[src/rtl/shift_add_multiplier.sv]
// Sequential shift-add multiplier: one multiplier bit per clock, with the add and the shift in the same cycle.
// In signed mode the multiplier sign bit carries weight -2^(WIDTH-1), so the last step subtracts.
//
// state   | meaning
// --------+-------------------------------------------------------------
// ST_IDLE | waiting for Start; Product holds the last result
// ST_CALC | one add/shift step per clock, WIDTH steps in total
// ST_DONE | one-cycle Done pulse; Product is final
module shift_add_multiplier #(
   parameter int WIDTH = 8
) (
   input  logic               Clk,
   input  logic               Reset,
   input  logic               Start,
   input  logic               Signed_Mode,
   input  logic [WIDTH-1:0]   Mcand,
   input  logic [WIDTH-1:0]   Mplier,
   output logic               Busy,
   output logic               Done,
   output logic [2*WIDTH-1:0] Product,
   output logic               Xval
);

   localparam int CNT_W = $clog2(WIDTH + 1);
   localparam logic [CNT_W-1:0] CNT_LAST = CNT_W'(WIDTH - 1);
   localparam logic [CNT_W-1:0] CNT_ONE  = CNT_W'(1);
   localparam logic [WIDTH:0]   ONE_EXT  = (WIDTH + 1)'(1);

   typedef enum logic [1:0] {
      ST_IDLE = 2'd0,
      ST_CALC = 2'd1,
      ST_DONE = 2'd2
   } state_t;

   state_t           state_q, state_d;
   logic [WIDTH-1:0] m_q, m_d;
   logic [WIDTH-1:0] a_q, a_d;
   logic [WIDTH-1:0] q_q, q_d;
   logic             x_q, x_d;
   logic [CNT_W-1:0] cnt_q, cnt_d;
   logic             s_q, s_d;

   logic [WIDTH-1:0] t_op;
   logic [WIDTH:0]   a_ext;
   logic [WIDTH:0]   t_ext;
   logic [WIDTH:0]   sum;
   logic             sub;

   always_ff @(posedge Clk) begin
      if (Reset) begin
         state_q <= ST_IDLE;
         m_q     <= '0;
         a_q     <= '0;
         q_q     <= '0;
         x_q     <= 1'b0;
         cnt_q   <= '0;
         s_q     <= 1'b0;
      end else begin
         state_q <= state_d;
         m_q     <= m_d;
         a_q     <= a_d;
         q_q     <= q_d;
         x_q     <= x_d;
         cnt_q   <= cnt_d;
         s_q     <= s_d;
      end
   end

   always_comb begin
      state_d = state_q;
      m_d     = m_q;
      a_d     = a_q;
      q_d     = q_q;
      x_d     = x_q;
      cnt_d   = cnt_q;
      s_d     = s_q;
      t_op    = '0;
      a_ext   = '0;
      t_ext   = '0;
      sum     = '0;
      sub     = 1'b0;

      case (state_q)
         ST_IDLE: begin
            if (Start) begin
               m_d     = Mcand;
               q_d     = Mplier;
               a_d     = '0;
               x_d     = 1'b0;
               cnt_d   = '0;
               s_d     = Signed_Mode;
               state_d = ST_CALC;
            end
         end
         ST_CALC: begin
            t_op  = q_q[0] ? m_q : '0;
            sub   = s_q && (cnt_q == CNT_LAST);
            // One extra adder bit keeps the true sign (signed) or the carry (unsigned).
            a_ext = {s_q & a_q[WIDTH-1], a_q};
            t_ext = {s_q & t_op[WIDTH-1], t_op};
            sum   = sub ? (a_ext + ~t_ext + ONE_EXT) : (a_ext + t_ext);
            x_d   = sum[WIDTH];
            a_d   = {sum[WIDTH], sum[WIDTH-1:1]};
            q_d   = {sum[0], q_q[WIDTH-1:1]};
            cnt_d = cnt_q + CNT_ONE;
            if (cnt_q == CNT_LAST) begin
               state_d = ST_DONE;
            end
         end
         ST_DONE: begin
            state_d = ST_IDLE;
         end
         default: begin
            state_d = ST_IDLE;
         end
      endcase
   end

   assign Busy    = (state_q != ST_IDLE);
   assign Done    = (state_q == ST_DONE);
   assign Product = {a_q, q_q};
   assign Xval    = x_q;

endmodule

[config.mk]
export PLATFORM = sky130hd
export DESIGN_NAME = shift_add_multiplier
export DESIGN_NICKNAME = d
export VERILOG_FILES = /design/src/rtl/shift_add_multiplier.sv
export SDC_FILE = /design/constraint.sdc
export NUM_CORES = 1
export LEC_CHECK = 0
export ABC_AREA = 0
export BUFFER_PORTS_ARGS = -buffer_cell sky130_fd_sc_hd__clkbuf_2
export CAP_MARGIN = 20
export CORE_ASPECT_RATIO = 0.75
export CORE_MARGIN = 5
export CORE_UTILIZATION = 59
export DETAILED_ROUTE_END_ITERATION = 8
export PLACE_DENSITY_LB_ADDON = 0.15
export SETUP_SLACK_MARGIN = 0.5
export SYNTH_ARGS = -nofsm -noshare
export SYNTH_HDL_FRONTEND = slang
export SYNTH_SLANG_ARGS = --single-unit
[constraint.sdc]
create_clock -name Clk -period 5.7 [get_ports Clk]
set_input_delay 0.285 -clock Clk [delete_from_list [all_inputs] [get_ports Clk]]
set_output_delay 0.285 -clock Clk [all_outputs]
set_load 0.01 [all_outputs]
==> results.md, run 1 <==
- DR vias: roughly 1,800
- Post-cts sizing count: 0
- Post-synthesis average cell area: approximately 7.9 sq um
- Critical path capture point type: flip-flop
- Finished Layout Cells: approximately 320
- Clock buffer depth: 2
- Netlist cell types: 50
- Worst Tran Pin Value: roughly 0.70 ns
- First-pass detailed-route iteration total: 4
- Tmin final: approximately 2.5 ns
- Largest area contributor in the netlist: dfxtp_1
- Layout Nets: between 300 and 400
- Synth Flop Type: dfxtp_1
- Setup bufs post-CTS: 0
- CTS H-tree lvls: 2
- Gr busiest metal: met2
- Net Count, Synth: approximately 290
- Synth top area share: 0.3190
- # DRC: 0
- Cell Rows: 18
- Die Wd: 76.31 microns
- CP max FO: 10
- Netlist Area Pre-Place: ~1900 sq um
- Worst rel slew slack: 0.5349
- Multi-input logic area: ~1200 sq um
- Antenna diodes: 0
- Total power: roughly 480 uW
- Setup ws final: approximately 3.2 ns
- Max_cap viols: 0
- Total GRT Usage: 0.2062
- Post-synthesis sequential area ratio: 0.3190
- Layout cells sized above 1: 0.1900
- Die ar.: ~4600 sq um
- Root buffer cell: clkbuf_8
- Clk sinks: 31
- Met1 GRT Util: 0.2852
- CTS tree: built
- Via density: ~5.7
- Fillers: around 280
- Asr flop ratio synth: 0
- IO Port Bufs: 38
- DR iter-0 viols: about 110
- Dpl hpwl: 3336 microns
- P_leak: roughly 1.0 nW
- Die Ht: 59.73 microns
- GRT met3 Usage: 0.05422
- EDFF count, synth: 0
- Placed insts: 311
- Outcome: finished, final reports clean
- Initial antenna violation count: 0
- Largest net degree at the start of global routing: 27
- PwrDens: approximately 220 nW/um^2
- Place WS: ~3.3 ns
- HP Class: input port to flip-flop
- Final setup viols: 0
- Register area: roughly 620 sq um
- Core footprint: around 3200 sq um
- Final design utilization: 0.6744
- RD Place Congestion: between 0.8 and 0.9
- VDD IR max: approximately 150 uV
- Cell Chain, Critical Path: and2_1, ha_1, inv_1, fa_1, a21o_1, a221oi_2, o31ai_1, a22oi_1, xor2_1, o21ai_1
- RSZ-0062 raised after global routing: no
- First-pass GRT wire length: 7514 microns
- ANT nets after route: 0
- Final Hold Violating Endpoints: 0
- Worst setup SP type: flip-flop
- Top-level I/O count: 39
- Peak Freq: about 400 MHz
- Vias in the first global route: approximately 1,600
- Worst-Skew Late Latency: between 0.2 and 0.3 ns
- M2 GR Usage: 0.3171
- WL/cell: 14.29 microns
- Setup CP Type: flip-flop to flip-flop
- Slowest stage delay, CP: approximately 0.50 ns
- CTS Buf Count: 5
- Area growth, synth to finish: 12.41%
- Final WL: between 4000 and 5000 microns
- Number of buffers and inverters on the critical path: 1
- Req. time, crit path: between 5 and 6 ns
- Final TNS setup: 0 ns
- GR Overflow Total: 0
- Syn. warnings: 0
- Seq cells post-synth: 31
- Fin crit share: 0.4366
- Worst path slowest cell: dfxtp_1
- Synth area leaders: dfxtp_1 32%, ha_1 11%, nand2_1 8.3%
- Crit path DAT: between 2 and 3 ns
- Synth Instances: about 250
- Setup Skew: 0.004965 ns
- CTS clk-pin slew, worst paths: 0.07 ns
- Slew Limit Fails: 0
- Initial Util: 0.5999
- Delay-heaviest family, CP: compound AO/OA/AOI/OAI gates
- Cts hold-fix bufs: 0
==> final cells by class <==
class,instances,share of cell area
inverter,16,0.02746
timing repair buffer,38,0.08696
sequential,31,0.2838
clock inverter,2,0.005721
tap,40,0.02288
clock buffer,6,0.03318
multi-input combinational,186,0.5400
==> flip-flops by register name, summed over array words and instances (netlist names) <==
register,cells
state_q,2
a_q,8
q_q,8
cnt_q,4
s_q,1
m_q,8
==> tightest hold or removal path, stage by stage <==
cell	delay, ns
clkbuf_2	0.08
nand2_1	0.04
a21oi_1	0.05
==> through the flow <==
| stage | instance area, sq um | hold WS (ns) |
|---|---|---|
| floorplan | 1946 | 0.4210 |
| global placement | 2102 | 0.4427 |
| detailed placement | 2102 | 0.4480 |
| CTS | 2187 | 0.2172 |
| global route | 2187 | 0.2245 |
| finish | 2187 | 0.2137 |
==> cells in the mapped netlist, types with 2 or more instances <==
cell and n:
dfxtp_1 31, o21ai_1 6, o21ai_0 2, a221oi_2 2, and2_1 2, a31oi_1 3, nor4_1 5, nor2_1 26
inv_1 15, ha_1 17, a21oi_1 25, clkbuf_1 4, o211ai_1 2, nand2_1 43, nor3_1 2, buf_6 2
buf_4 3, nand3_1 5, nand2b_1 3, buf_2 2, nand3b_1 2, nor2b_1 2, xor2_1 2, and3_1 2
a22oi_1 5, fa_1 2, a21o_1 3, clkbuf_2 2, xnor2_1 6
==> layout by cell type (no fill, tap or decap), types with 5 or more instances in the layout <==
cell type	instances
inv_1	15
nor4_1	5
a21oi_1	25
nand3_1	5
xnor2_1	6
ha_1	17
clkbuf_8	5
o21ai_1	6
nand2_1	43
nor2_1	26
a22oi_1	5
clkbuf_2	38
dfxtp_1	31
==> cell families (layout without fill, tap and decap cells) <==
family / count (synthesis) / in the layout / share of synthesized area
muxes: 1 / 1 / 0.005787
and+or+nand+nor: 99 / 99 / 0.2360
buffers and inverters: 30 / 62 / 0.07395
adders and majority gates: 19 / 19 / 0.1299
xor gates and xnor gates: 8 / 8 / 0.03601
AOI/OAI and AO/OA: 59 / 59 / 0.1994
DFF: 31 / 31 / 0.3190
==> per-layer routing <==
metal	vias up	part of all wire
met5	-	0
met4	0	0.0083
met3	6	0.068
met2	47	0.44
met1	850	0.49
li1	906	-
==> power by group <==
part | switching, mW | internal (mW) | total (mW)
registers | 0.00940 | 0.228 | 0.237
clock network | 0.0867 | 0.0853 | 0.172
logic | 0.0415 | 0.0253 | 0.0668
==> final timing paths <==
kind / slack, ns / cells past startpoint / endpoint / start
max: 3.21 / 10 / a_q[7]$_SDFFE_PP0P_ / q_q[0]$_SDFFE_PP0P_
min: 0.21 / 3 / m_q[5]$_SDFFE_PP0P_ / Mcand[5]
max reg2reg: 3.21 / 10 / a_q[7]$_SDFFE_PP0P_ / q_q[0]$_SDFFE_PP0P_
min reg2reg: 0.45 / 2 / m_q[0]$_SDFFE_PP0P_ / m_q[0]$_SDFFE_PP0P_
(Power assumes the default switching activity.)
==> inputs of run 2 (changes only) <==
--- a/config.mk
+++ b/config.mk
@@ -10,7 +10,7 @@
 export CAP_MARGIN = 20
 export CORE_ASPECT_RATIO = 0.75
 export CORE_MARGIN = 5
-export CORE_UTILIZATION = 59
+export CORE_UTILIZATION = 55
 export DETAILED_ROUTE_END_ITERATION = 8
 export PLACE_DENSITY_LB_ADDON = 0.15
 export SETUP_SLACK_MARGIN = 0.5
==> constraint.sdc (replaced) <==
create_clock -name Clk -period 2.47 [get_ports Clk]
set_input_delay 0.1235 -clock Clk [delete_from_list [all_inputs] [get_ports Clk]]
set_output_delay 0.1235 -clock Clk [all_outputs]
set_load 0.01 [all_outputs]
==> run 2 against run 1 <==
First-iteration DRC count grew 25%. Combinational power grew to 2.9 times the previous value. Final cell count grew 4.4%. Total power grew 140%. Sequential power grew 130%. Critical path type unchanged. Largest power group unchanged.
==> results.md, run 2 (synthesis results as in run 1) <==
- Layout cells sized above 1: 0.2969
- GR Overflow Total: 0
- Setup Skew: approximately 0.0057 ns
- WL/cell: around 15 microns
- Final TNS setup: 0 ns
- Critical path capture point type: flip-flop
- CTS clk-pin slew, worst paths: 0.07 ns
- Area growth, synth to finish: 27.27%
- RD Place Congestion: roughly 0.84
- Fillers: around 260
- Peak Freq: between 400 and 500 MHz
- IO Port Bufs: 38
- Tmin final: about 2.2 ns
- Clk sinks: 31
- Layout Nets: 331
- Top Registers: a_q: 8 flops, m_q: 8 flops, q_q: 8 flops
- Cts hold-fix bufs: 0
- Initial antenna violation count: 0
- VDD IR max: about 460 uV
- RSZ-0062 raised after global routing: yes
- Initial Util: 0.5798
- Final Hold Violating Endpoints: 0
- Design Area, Final: between 2000 and 2500 sq um
- Outcome: finished, final reports clean
- Slew Limit Fails: 0
- Die ar.: 4839 sq um
- Commonest non-fill, non-tap cell in the layout: nand2_1
- CTS tree: built
- Final setup viols: 0
- First-pass GRT wire length: ~8000 microns
- Register area: around 630 sq um
- Via density: approximately 5.6
- Largest net degree at the start of global routing: 27
- CTS Buf Count: 5
- Most frequent cells in the layout: 40 x nand2_1, 38 x clkbuf_2, 29 x dfxtp_1, 26 x nor2_1, 25 x a21oi_1
- Die Ht: 61.51 microns
- Cell Rows: 18
- Crit path DAT: between 2 and 2.5 ns
- Clock buffer depth: 2
- # DRC: 0
- Max_cap viols: 0
- HP Class: input port to flip-flop
- PwrDens: 459.9 nW/um^2
- Top-level I/O count: 39
- Worst-Skew Late Latency: about 0.28 ns
- DR iter-0 viols: 140
- Dpl hpwl: approximately 3400 microns
- First-pass detailed-route iteration total: 4
- Root buffer cell: clkbuf_8
- CP max FO: 2
- P_leak: roughly 1.1 nW
- DR vias: approximately 1,900
- CTS H-tree lvls: 2
- Final WL: 4861 microns
- Worst rel slew slack: 0.6510
- Fin crit share: 0.8706
- Core footprint: around 3400 sq um
- Post-DP Area: 2158 sq um
- Worst Tran Pin Value: roughly 0.52 ns
- Antenna diodes: 0
- ANT nets after route: 0
- Setup CP Type: flip-flop to flip-flop
- Die Wd: between 70 and 80 microns
- Multi-input logic area: 1328 sq um
- Worst setup SP type: flip-flop
- Req. time, crit path: roughly 2.6 ns
- Total GRT Usage: 0.2168
- Vias in the first global route: ~1,700
[run 2: report_power, final]
| part | leakage, nW | internal, mW | switching [mW] |
|---|---|---|---|
| sequential | 0.254 | 0.525 | 0.0212 |
| combinational | 0.855 | 0.0822 | 0.109 |
| clock | 0.0402 | 0.196 | 0.205 |
| total | 1.15 | 0.803 | 0.335 |
[run 2: final timing paths]
check	end	from	cells after the start	slack, ns
setup / recovery	a_q[7]$_SDFFE_PP0P_	q_q[0]$_SDFFE_PP0P_	10	0.32
hold / removal	s_q$_SDFFE_PP0P_	Signed_Mode	3	0.06
setup reg to reg	a_q[7]$_SDFFE_PP0P_	q_q[0]$_SDFFE_PP0P_	10	0.32
hold reg to reg	m_q[2]$_SDFFE_PP0P_	m_q[2]$_SDFFE_PP0P_	2	0.46
[run 2: cell type report]
cell class | count | share of cell area
Multi-Input combinational cell | 186 | 0.5361
Timing Repair Buffer | 52 | 0.1309
Clock inverter | 3 | 0.008085
Tap cell | 40 | 0.02021
Clock buffer | 5 | 0.02779
Inverter | 16 | 0.02425
Sequential cell | 31 | 0.2527
[run 2: repair_timing]
| item | CTS | global route |
|---|---|---|
| gates resized for setup | 12 | 11 |
| setup buffers | 5 | 4 |
| endpoints found under the setup margin | 3 | 5 |
| pin swaps | 11 | 14 |
[run 2: metal layers]
metal | vias to the layer above | part of all wire | GRT usage
li1 | 940 | - | -
met1 | 864 | 0.48 | 0.2978
met2 | 61 | 0.45 | 0.3458
met3 | 6 | 0.057 | 0.05994
met4 | 0 | 0.011 | 0.04489
met5 | - | 0 | 0
[run 2: critical path: stages (launching register included)]
cell      delay, ns
dfxtp_4        0.36
and2_4         0.15
ha_4           0.12
inv_2          0.03
fa_2           0.35
a21o_1         0.20
a221oi_2       0.27
o31ai_1        0.10
a22oi_1        0.22
xor2_1         0.16
o21ai_1        0.06
[run 2: metrics by stage]
stage          hold slack, ns  total power [mW]  worst slack [ns]  utilization  cells
6_report              0.05934             1.139            0.3197       0.7379    333
5_1_grt               0.05133             1.194            0.1930       0.7379    333
4_1_cts               0.05098             1.134            0.3492       0.7040    329
3_5_place_dp           0.3570            0.7194            0.2003       0.6432    316
3_3_place_gp           0.3486            0.7180            0.2366       0.6432    316
2_1_floorplan          0.2595            0.6654            0.2762            -    247
